--- src/rtl/ap_fifo_job_dispatcher_if.sv ---
// Host stream and PE-array ap_fifo signals seen by the job dispatcher.
// master = dispatcher side, slave = shell/PE side.
interface ap_fifo_job_dispatcher_if #(
    parameter int NUM_PE = 4
);
    logic [31:0]          s_dout;
    logic                 s_empty_n;
    logic                 s_read;

    logic [32*NUM_PE-1:0] pe_in_din;
    logic [NUM_PE-1:0]    pe_in_full_n;
    logic [NUM_PE-1:0]    pe_in_write;

    logic [32*NUM_PE-1:0] pe_out_dout;
    logic [NUM_PE-1:0]    pe_out_empty_n;
    logic [NUM_PE-1:0]    pe_out_read;

    logic [31:0]          m_din;
    logic                 m_full;
    logic                 m_write;

    modport master (
        input  s_dout, s_empty_n, pe_in_full_n, pe_out_dout, pe_out_empty_n, m_full,
        output s_read, pe_in_din, pe_in_write, pe_out_read, m_din, m_write
    );

    modport slave (
        output s_dout, s_empty_n, pe_in_full_n, pe_out_dout, pe_out_empty_n, m_full,
        input  s_read, pe_in_din, pe_in_write, pe_out_read, m_din, m_write
    );
endinterface

--- src/rtl/ap_fifo_job_dispatcher.sv ---
// Job dispatcher: routes host job payloads to NUM_PE ap_fifo PEs and returns an
// echo header plus result words to the host strictly in submission order.
//
// state    | meaning
// IN_HDR   | waiting for / reading a job header
// IN_PAY   | forwarding (or discarding, for a bad PE id) in_len payload words
// OUT_IDLE | popping the next job from the queue head
// OUT_HDR  | writing the echo header to the host
// OUT_DATA | copying out_len result words from the job's PE to the host
module ap_fifo_job_dispatcher #(
    parameter int NUM_PE     = 4,
    parameter int JOBQ_DEPTH = 8
) (
    input  logic                        ip_clk,
    input  logic                        srst,
    ap_fifo_job_dispatcher_if.master    bus,
    output logic [$clog2(JOBQ_DEPTH):0] jobq_level,
    output logic                        in_busy,
    output logic                        out_busy,
    output logic [7:0]                  bad_id_count
);
    localparam int QW = $clog2(JOBQ_DEPTH);

    typedef struct packed {
        logic [3:0]  pe_id;
        logic [11:0] out_len;
        logic [11:0] in_len;
        logic        bad;
    } job_t;

    typedef enum logic [0:0] {IN_HDR, IN_PAY} in_state_t;
    typedef enum logic [1:0] {OUT_IDLE, OUT_HDR, OUT_DATA} out_state_t;

    in_state_t  in_state, in_next;
    out_state_t out_state, out_next;

    logic [3:0]  in_pe;
    logic        in_bad;
    logic [11:0] in_cnt;

    job_t        cur_job;
    logic [11:0] out_cnt;

    job_t          jobq_mem [JOBQ_DEPTH];
    logic [QW-1:0] wr_ptr;
    logic [QW-1:0] rd_ptr;
    logic          q_full;
    logic          q_empty;
    logic          push;
    logic          pop;
    job_t          hdr_job;
    job_t          head_job;

    logic                 s_read;
    logic [NUM_PE-1:0]    pe_in_write;
    logic [32*NUM_PE-1:0] pe_in_din;
    logic [NUM_PE-1:0]    pe_out_read;
    logic                 m_write;
    logic [31:0]          m_din;
    logic                 pay_xfer;
    logic                 out_xfer;

    always_comb begin
        hdr_job.pe_id   = bus.s_dout[31:28];
        hdr_job.out_len = bus.s_dout[27:16];
        hdr_job.in_len  = bus.s_dout[11:0];
        hdr_job.bad     = int'(bus.s_dout[31:28]) >= NUM_PE;
    end

    // Full is judged on the pre-pop level, so a full queue always stalls the header.
    assign q_full   = (jobq_level == (QW+1)'(JOBQ_DEPTH));
    assign q_empty  = (jobq_level == '0);
    assign head_job = jobq_mem[rd_ptr];

    // ---------------- input side ----------------
    always_comb begin
        in_next     = in_state;
        push        = 1'b0;
        pay_xfer    = 1'b0;
        s_read      = 1'b0;
        pe_in_write = '0;
        pe_in_din   = '0;
        case (in_state)
            IN_HDR: begin
                push   = bus.s_empty_n && !q_full;
                s_read = push;
                if (push && hdr_job.in_len != 12'd0) begin
                    in_next = IN_PAY;
                end
            end
            IN_PAY: begin
                if (in_bad) begin
                    pay_xfer = bus.s_empty_n;
                end else begin
                    for (int k = 0; k < NUM_PE; k++) begin
                        if (in_pe == 4'(k)) begin
                            pay_xfer               = bus.s_empty_n && bus.pe_in_full_n[k];
                            pe_in_write[k]         = pay_xfer;
                            pe_in_din[32*k +: 32]  = bus.s_dout;
                        end
                    end
                end
                s_read = pay_xfer;
                if (pay_xfer && in_cnt == 12'd1) begin
                    in_next = IN_HDR;
                end
            end
            default: in_next = IN_HDR;
        endcase
    end

    always_ff @(posedge ip_clk) begin
        if (srst) begin
            in_state <= IN_HDR;
            in_pe    <= '0;
            in_bad   <= 1'b0;
            in_cnt   <= '0;
        end else begin
            in_state <= in_next;
            if (push) begin
                in_pe  <= hdr_job.pe_id;
                in_bad <= hdr_job.bad;
                in_cnt <= hdr_job.in_len;
            end else if (pay_xfer) begin
                in_cnt <= in_cnt - 12'd1;
            end
        end
    end

    // ---------------- job queue ----------------
    always_ff @(posedge ip_clk) begin
        if (push) begin
            jobq_mem[wr_ptr] <= hdr_job;
        end
    end

    always_ff @(posedge ip_clk) begin
        if (srst) begin
            wr_ptr       <= '0;
            rd_ptr       <= '0;
            jobq_level   <= '0;
            bad_id_count <= '0;
        end else begin
            if (push) begin
                wr_ptr <= wr_ptr + QW'(1);
            end
            if (pop) begin
                rd_ptr <= rd_ptr + QW'(1);
            end
            case ({push, pop})
                2'b10:   jobq_level <= jobq_level + 1'b1;
                2'b01:   jobq_level <= jobq_level - 1'b1;
                default: jobq_level <= jobq_level;
            endcase
            if (push && hdr_job.bad && bad_id_count != 8'hFF) begin
                bad_id_count <= bad_id_count + 8'd1;
            end
        end
    end

    // ---------------- output side ----------------
    always_comb begin
        out_next    = out_state;
        pop         = 1'b0;
        out_xfer    = 1'b0;
        m_write     = 1'b0;
        m_din       = '0;
        pe_out_read = '0;
        case (out_state)
            OUT_IDLE: begin
                pop = !q_empty;
                if (pop) begin
                    out_next = OUT_HDR;
                end
            end
            OUT_HDR: begin
                m_din   = {cur_job.pe_id, cur_job.out_len, 3'b000, cur_job.bad, cur_job.in_len};
                m_write = !bus.m_full;
                if (m_write) begin
                    out_next = (cur_job.out_len != 12'd0 && !cur_job.bad) ? OUT_DATA : OUT_IDLE;
                end
            end
            OUT_DATA: begin
                for (int k = 0; k < NUM_PE; k++) begin
                    if (cur_job.pe_id == 4'(k)) begin
                        out_xfer       = bus.pe_out_empty_n[k] && !bus.m_full;
                        pe_out_read[k] = out_xfer;
                        m_din          = bus.pe_out_dout[32*k +: 32];
                    end
                end
                m_write = out_xfer;
                if (out_xfer && out_cnt == 12'd1) begin
                    out_next = OUT_IDLE;
                end
            end
            default: out_next = OUT_IDLE;
        endcase
    end

    always_ff @(posedge ip_clk) begin
        if (srst) begin
            out_state <= OUT_IDLE;
            cur_job   <= '0;
            out_cnt   <= '0;
        end else begin
            out_state <= out_next;
            if (pop) begin
                cur_job <= head_job;
                out_cnt <= head_job.out_len;
            end else if (out_xfer) begin
                out_cnt <= out_cnt - 12'd1;
            end
        end
    end

    assign bus.s_read      = s_read;
    assign bus.pe_in_write = pe_in_write;
    assign bus.pe_in_din   = pe_in_din;
    assign bus.pe_out_read = pe_out_read;
    assign bus.m_write     = m_write;
    assign bus.m_din       = m_din;

    assign in_busy  = (in_state != IN_HDR);
    assign out_busy = (out_state != OUT_IDLE);
endmodule

--- src/flat_wrapper.sv ---
// flat-port wrapper written by rule: the top's interface ports become plain ports
module ap_fifo_job_dispatcher_flat 
#(
    parameter int NUM_PE     = 4,
    parameter int JOBQ_DEPTH = 8
)
  (ip_clk, srst, jobq_level, in_busy, out_busy, bad_id_count, bus_s_dout, bus_s_empty_n, bus_pe_in_full_n, bus_pe_out_dout, bus_pe_out_empty_n, bus_m_full, bus_s_read, bus_pe_in_din, bus_pe_in_write, bus_pe_out_read, bus_m_din, bus_m_write);
  ap_fifo_job_dispatcher_if #(.NUM_PE(NUM_PE)) bus_i ();
  input  logic ip_clk;
  input  logic srst;
  output logic [$clog2(JOBQ_DEPTH):0] jobq_level;
  output logic in_busy;
  output logic out_busy;
  output logic [7:0] bad_id_count;
  input wire logic [$bits(bus_i.s_dout)-1:0] bus_s_dout;
  input wire logic [$bits(bus_i.s_empty_n)-1:0] bus_s_empty_n;
  input wire logic [$bits(bus_i.pe_in_full_n)-1:0] bus_pe_in_full_n;
  input wire logic [$bits(bus_i.pe_out_dout)-1:0] bus_pe_out_dout;
  input wire logic [$bits(bus_i.pe_out_empty_n)-1:0] bus_pe_out_empty_n;
  input wire logic [$bits(bus_i.m_full)-1:0] bus_m_full;
  output wire logic [$bits(bus_i.s_read)-1:0] bus_s_read;
  output wire logic [$bits(bus_i.pe_in_din)-1:0] bus_pe_in_din;
  output wire logic [$bits(bus_i.pe_in_write)-1:0] bus_pe_in_write;
  output wire logic [$bits(bus_i.pe_out_read)-1:0] bus_pe_out_read;
  output wire logic [$bits(bus_i.m_din)-1:0] bus_m_din;
  output wire logic [$bits(bus_i.m_write)-1:0] bus_m_write;
  assign bus_i.s_dout = bus_s_dout;
  assign bus_i.s_empty_n = bus_s_empty_n;
  assign bus_i.pe_in_full_n = bus_pe_in_full_n;
  assign bus_i.pe_out_dout = bus_pe_out_dout;
  assign bus_i.pe_out_empty_n = bus_pe_out_empty_n;
  assign bus_i.m_full = bus_m_full;
  assign bus_s_read = bus_i.s_read;
  assign bus_pe_in_din = bus_i.pe_in_din;
  assign bus_pe_in_write = bus_i.pe_in_write;
  assign bus_pe_out_read = bus_i.pe_out_read;
  assign bus_m_din = bus_i.m_din;
  assign bus_m_write = bus_i.m_write;
  ap_fifo_job_dispatcher #(.NUM_PE(NUM_PE), .JOBQ_DEPTH(JOBQ_DEPTH)) u_core (.ip_clk(ip_clk), .srst(srst), .bus(bus_i), .jobq_level(jobq_level), .in_busy(in_busy), .out_busy(out_busy), .bad_id_count(bad_id_count));
endmodule
--- config.mk ---
export PLATFORM = sky130hd
export DESIGN_NAME = ap_fifo_job_dispatcher_flat
export DESIGN_NICKNAME = d
export VERILOG_FILES = /design/src/rtl/ap_fifo_job_dispatcher_if.sv /design/src/rtl/ap_fifo_job_dispatcher.sv /design/src/flat_wrapper.sv
export SDC_FILE = /design/constraint.sdc
export NUM_CORES = 1
export LEC_CHECK = 0
export BUFFER_PORTS_ARGS = -buffer_cell sky130_fd_sc_hd__buf_2
export CAP_MARGIN = 20
export CORE_ASPECT_RATIO = 0.5
export CORE_MARGIN = 2
export CORE_UTILIZATION = 49
export DETAILED_ROUTE_END_ITERATION = 16
export PLACE_DENSITY = 0.76
export REMOVE_ABC_BUFFERS = 1
export SLEW_MARGIN = 5
export SYNTH_ARGS = -nofsm -noshare
export SYNTH_HDL_FRONTEND = slang
export SYNTH_SLANG_ARGS = --single-unit
--- constraint.sdc ---
create_clock -name ip_clk -period 4.4 [get_ports ip_clk]
set_clock_uncertainty 0.05 [all_clocks]
set_input_delay 0 -clock ip_clk [delete_from_list [all_inputs] [get_ports ip_clk]]
set_output_delay 0 -clock ip_clk [all_outputs]
set_load 0.05 [all_outputs]
After elaboration in Yosys (flattened, before gate mapping)
Memory sizes are Yosys's and may differ from the RTL's. A register that Yosys moved wholly into a read port is not among the register bits.
Index checks and enable logic that the tools add are counted.
{"block": "totals", "reg_bits": 79, "word_cells": 125, "inputBits": 172, "out_inout_bits": 184, "n_memories": 1, "ramBits": 232}
{"memory": "u_core.jobq_mem", "depth": 8, "width": 29, "rd": 1, "rd_clocked_by_memory_dff": 1, "wr": 1, "line_no": "ap_fifo_job_dispatcher.sv:44", "rtl": "job_t jobq_mem [JOBQ_DEPTH];"}
{"block": "op_classes", "n_addsub": 7, "eq_ne": 17, "bitwise": 1, "muxes": 54, "order_cmp": 1, "n_reduce_logical": 30}
{"op": "2-to-1 mux 128 bit", "n": 2}
{"op": "2-to-1 mux 32 bit", "n": 8}
{"op": "one-hot mux 32 bit (2 select lines)", "n": 1}
{"op": "2-to-1 mux 12 bit", "n": 4}
{"op": "2-to-1 mux 1 bit", "n": 25}
{"op": "equality test 12 x 1 -> 1 bit, second input constant", "n": 2}
{"op": "nonzero test 12 bit", "n": 2}
{"op": "subtractor 12 x 1 -> 12 bit, second input constant", "n": 2}
{"op": "equality test 4 x 2 -> 1 bit, second input constant", "n": 4}
{"op": "logical AND 1 bit", "n": 15}
{"op": "logical NOT 4 bit", "n": 3}
{"op": "2-to-1 mux 4 bit", "n": 3}
{"op": "adder 8 x 1 -> 8 bit, second input constant", "n": 1}
{"op": "equality test 4 x 1 -> 1 bit, second input constant", "n": 2}
{"op": "2-to-1 mux 2 bit", "n": 4}
{"op": "inequality test 8 bit, second input constant", "n": 1}
{"op": "one-hot mux 4 bit (2 select lines)", "n": 1}
{"op": "nonzero test 2 bit", "n": 4}
{"op": "adder 3 x 1 -> 3 bit, second input constant", "n": 2}
{"op": "2-to-1 mux 3 bit", "n": 2}
{"op": "one-hot mux 1 bit (2 select lines)", "n": 3}
{"op": "one-hot mux 2 bit (3 select lines)", "n": 1}
{"op": "adder 4 x 1 -> 4 bit, second input constant", "n": 1}
{"op": "equality test 2 x 1 -> 1 bit, second input constant", "n": 2}
{"op": "other kinds (10)", "n": 15}

Depth between registers and ports, before layout
{"block": "logic_depth", "ltp_word": 10, "mapped_depth": 12, "depth_no_buf": 11}

Worst setup path before layout
OpenSTA, ideal clock, no wires.
{"block": "synth_path", "kind": "register to register", "start": "register u_core.jobq_level[1]", "end": "memory u_core.jobq_mem[4][0] (netlist name), enable pin", "period_less_slack_ns": 5.236, "arrival_ns": 4.688, "path_buffers": 2, "path_slack_ns": -0.836, "setup_time_ns": 0.499, "required_ns": 3.851, "path_stages_with_launch": 7, "path_cell_list": "dfxtp_1 -> buf_2 -> nor3_1 -> a21oi_1 -> inv_2 -> buf_2 -> nor4b_1"}
{"block": "synth_between", "elab_chain_len": 6}
{"element": "from (decl)", "line_no": "ap_fifo_job_dispatcher.sv:17", "rtl": "output logic [$clog2(JOBQ_DEPTH):0] jobq_level,"}
{"element": "from (signal assigned)", "line_no": "ap_fifo_job_dispatcher.sv:151", "rtl": "2'b10: jobq_level <= jobq_level + 1'b1;"}
{"element": "from (signal assigned)", "line_no": "ap_fifo_job_dispatcher.sv:152", "rtl": "2'b01: jobq_level <= jobq_level - 1'b1;"}
{"element": "from (signal assigned)", "line_no": "ap_fifo_job_dispatcher.sv:153", "rtl": "default: jobq_level <= jobq_level;"}
{"element": "equality test 4 bit", "line_no": "ap_fifo_job_dispatcher.sv:71", "rtl": "assign q_full = (jobq_level == (QW+1)'(JOBQ_DEPTH));"}
{"element": "logical NOT 1 bit", "line_no": "ap_fifo_job_dispatcher.sv:85", "rtl": "push = bus.s_empty_n && !q_full;"}
{"element": "logical AND 1 bit", "line_no": "ap_fifo_job_dispatcher.sv:85"}
{"element": "2-to-1 mux 1 bit", "line_no": "ap_fifo_job_dispatcher.sv:83", "rtl": "case (in_state)"}
{"element": "2-to-1 mux 1 bit", "line_no": "ap_fifo_job_dispatcher.sv:132", "rtl": "if (push) begin"}
{"element": "2-to-1 mux 1 bit (implied by the code)", "line_no": "ap_fifo_job_dispatcher.sv:133", "rtl": "jobq_mem[wr_ptr] <= hdr_job;"}
{"element": "to (decl)", "line_no": "ap_fifo_job_dispatcher.sv:44"}
No other way between the ends.

Worst setup path after layout
{"block": "layout_path", "start": "register u_core.jobq_level[1]", "end": "register u_core.jobq_level[2]"}
{"block": "layout_between", "elab_chain_len": 6, "word_cells_on_any_way": 13, "classes_between": "add/sub: 2; eq/ne: 3; mux: 3; reduce/logical: 5"}
{"element": "equality test 4 bit", "line_no": "ap_fifo_job_dispatcher.sv:71"}
{"element": "logical NOT 1 bit", "line_no": "ap_fifo_job_dispatcher.sv:85"}
{"element": "logical AND 1 bit", "line_no": "ap_fifo_job_dispatcher.sv:85"}
{"element": "2-to-1 mux 1 bit", "line_no": "ap_fifo_job_dispatcher.sv:83"}
{"element": "equality test 2 x 1 -> 1 bit / equality test 2 bit (equally long branches)", "line_no": "ap_fifo_job_dispatcher.sv:150", "rtl": "case ({push, pop})"}
{"element": "one-hot mux 4 bit (2 select lines) / nonzero test 2 bit (equally long branches)"}
Parallel ways exist; a longest one is shown, timed or not.
A chain may end at the register's enable or synchronous reset.

==> metrics.md <==
| Metric | Value |
|---|---|
| Status | complete, no violations |
| Mapped Avg Cell Area | 12.4 sq um |
| Crit path DAT | 3.57 ns |
| DR pass1 iterations | 5 |
| Crit path capture type | register |
| Port bufs | 355 |
| Worst IR Drop VDD | 0.310 mV |
| HPWL after detailed placement | 26900 um |
| Final #Nets | 1723 |
| Hold Crit Class | in -> reg |
| Vias per inst | 5.81 |
| Slew Limit Fails | 0 |
| Layout cell share with drive strength beyond 1 | 34.7% |
| CTS Buf Count | 28 |
| WL/cell | 21.1 um |
| Worst Path Max Fanout | 14 |
| Pleak | 6.76 nW |
| Final Hold Viols | 0 |
| Fmax | 0.318 GHz |
| Mapped Area | 14600 sq um |
| Post-CTS Resized | 0 |
| Minimum clock period after layout | 3.15 ns |
| Routed WL | 41200 um |
| Die Wd | 248 um |
| Area share of the largest cell type after synthesis | 47.6% |
| Routed vias | 11.3k |
| Pwr Density | 528 nW/um^2 |
| Total congestion overflow | 0 |
| Gp weighted congestion | 0.870 |
| Sequential share of the synthesized area | 58.8% |
| Clock transition at path regs | 0.07 ns |
| FFs w/ async S/R, synth | 0% |
| Synthesized flop and latch total | 314 |
| Final setup fails | 0 |
| Fillers | 2164 |
| CTS tree | yes |
| Commonest non-fill, non-tap cell in the layout | buf_2 |
| Synth area leaders | edfxtp_1, dfxtp_1, mux4_2 |
| Ys Warns | 0 |
| Die Y | 126 um |
| Row cnt | 44 |
| First-pass GRT wire length | 62000 um |
| Largest net degree at the start of global routing | 62 |
| Cells after Synth | 1178 |
| Clk buf depth | 3 |
| Clock sinks | 314 |
| Synth Flop Type | edfxtp_1 |
| Most frequent cells in the layout | buf_2, edfxtp_1, nor2_1, nand2_1, dfxtp_1 |
| Post-synth EDFFs | 232 |
| Final ANT Viol Nets | 0 |
| CP startpoint kind | register |
| Drt initial violations | 1244 |
| I/O pin count | 356 |
| Residual DRC count | 0 |
| Critical path class | reg -> reg |
| Tot GR Track Use | 25.2% |
| Initial antenna violation count | 1 |
| Die area | 31400 sq um |
| Worst slew pin tran | 1.07 ns |
| Final Util | 62.3% |
| RSZ-0062 raised after global routing | no |
| Power, Total | 9.59 mW |
| Synth area leader | edfxtp_1 |
| Initial Util | 50.2% |
| Synth unique cells | 69 |
| CTS H-tree depth | 1 |
| Root buf cell | clkbuf_16 |
| Max_cap viols | 0 |
| Core Region | 29200 sq um |
| Area grow syn2layout | 24.1% |
| Worst slew margin | 28.7% |
| Vias in the first global route | 11.3k |
| WP data required | 4.82 ns |
| Period utilization | 71.6% |
| Clock Latency Late Sink | 0.54 ns |
==> cell families (layout without fill, tap and decap cells) <==
family | after synthesis | count (layout) | share of synthesized area [%]
AO/OA/AOI/OAI | 180 | 180 | 8.83
adder cells (fa/ha/maj) | 13 | 13 | 1.11
buffers and inverters | 93 | 475 | 2.83
XOR/XNOR | 34 | 34 | 2.03
multiplexers | 109 | 109 | 12.8
other | 0 | 1 | 0
AND/OR/NAND/NOR | 435 | 435 | 13.6
flip-flops | 314 | 314 | 58.8
==> cell type report <==
cell class	count	area, sq um	share of cell area (%)
antenna	1	2.50	0.0138
clock buffer	37	796	4.38
clock inverter	15	191	1.05
inverter	12	45.0	0.248
multi-input combinational	771	5670	31.2
sequential	314	8620	47.4
tap	391	489	2.69
timing repair buffer	411	2350	13.0
==> cells in the mapped netlist, drive strengths merged (14+ instances only) <==
cell type and instances:
a211oi 42, a21boi 26, a21oi 41, buf 31, clkbuf 50, dfxtp 82
edfxtp 232, mux2 20, mux2i 29, mux4 60, nand2 93, nand3 15
nor2 221, nor2b 31, nor3 20, o221ai 17, o22ai 14, xnor2 21
==> metal layers <==
metal | global-route usage [%] | part of all wire, % | wire length, um
met1 | 32.9 | 39 | 16100
met2 | 42.9 | 49 | 20200
met3 | 4.96 | 9.4 | 3880
met4 | 7.96 | 2.3 | 927
met5 | 0 | 0 | 0
==> worst paths after layout <==
path / start / endpoint / slack [ns] / cells past startpoint
worst min-delay path: bus_m_full / u_core.out_state[0]$_SDFFE_PP0P_ / 0.06 / 5
worst min register to register: u_core.cur_job[20]$_SDFFE_PP0P_ / u_core.cur_job[20]$_SDFFE_PP0P_ / 0.45 / 2
worst max-delay path: u_core.jobq_level[1]$_SDFFE_PP0P_ / u_core.jobq_level[2]$_SDFFE_PP0P_ / 1.25 / 10
worst max register to register: u_core.jobq_level[1]$_SDFFE_PP0P_ / u_core.jobq_level[2]$_SDFFE_PP0P_ / 1.25 / 10
==> stage by stage <==
stage	hold WS [ns]	std cells	setup slack (ns)	area, sq um	setup TNS (ns)
2_1_floorplan	0.0146	1097	-1.20	14300	-104.25
3_3_place_gp	0.231	1867	1.40	16800	0
3_5_place_dp	0.234	1868	1.31	16800	0
4_1_cts	0.0455	1949	0.989	18100	0
5_1_grt	0.0997	1952	0.924	18200	0
6_report	0.0574	1952	1.25	18200	0
==> power breakdown <==
part / switching [mW] / internal, mW / total [mW]
Combinational: 1.92 / 1.18 / 3.11
Clock: 1.08 / 1.51 / 2.60
Sequential: 0.390 / 3.50 / 3.89
Total: 3.40 / 6.19 / 9.59
==> registers in the layout (all words and copies together), names as in the netlist, named ones only <==
signal	cells
u_core.bad_id_count	8
u_core.cur_job	29
u_core.in_bad	1
u_core.in_busy	1
u_core.in_cnt	12
u_core.in_pe	4
u_core.jobq_level	4
u_core.jobq_mem	232
u_core.out_cnt	12
u_core.out_state	2
u_core.rd_ptr	3
u_core.wr_ptr	3
==> critical path, cell delays in order (launching register included) <==
cell and delay, ns:
dfxtp_1 0.40, nor4_2 0.58, nand2b_1 0.54, inv_2 0.16, ha_1 0.30, xor2_1 0.16, ha_1 0.20, a21oi_1 0.15
xor2_1 0.09, or3_1 0.31, a21oi_1 0.14
==> repair_timing <==
item / 4_1_cts / 5_1_grt
hold buffers: 29 / 0
endpoints found under the hold margin: 252 / 0
buffers inserted: 0 / 0
No activity file was read; power rests on OpenSTA's default activity.
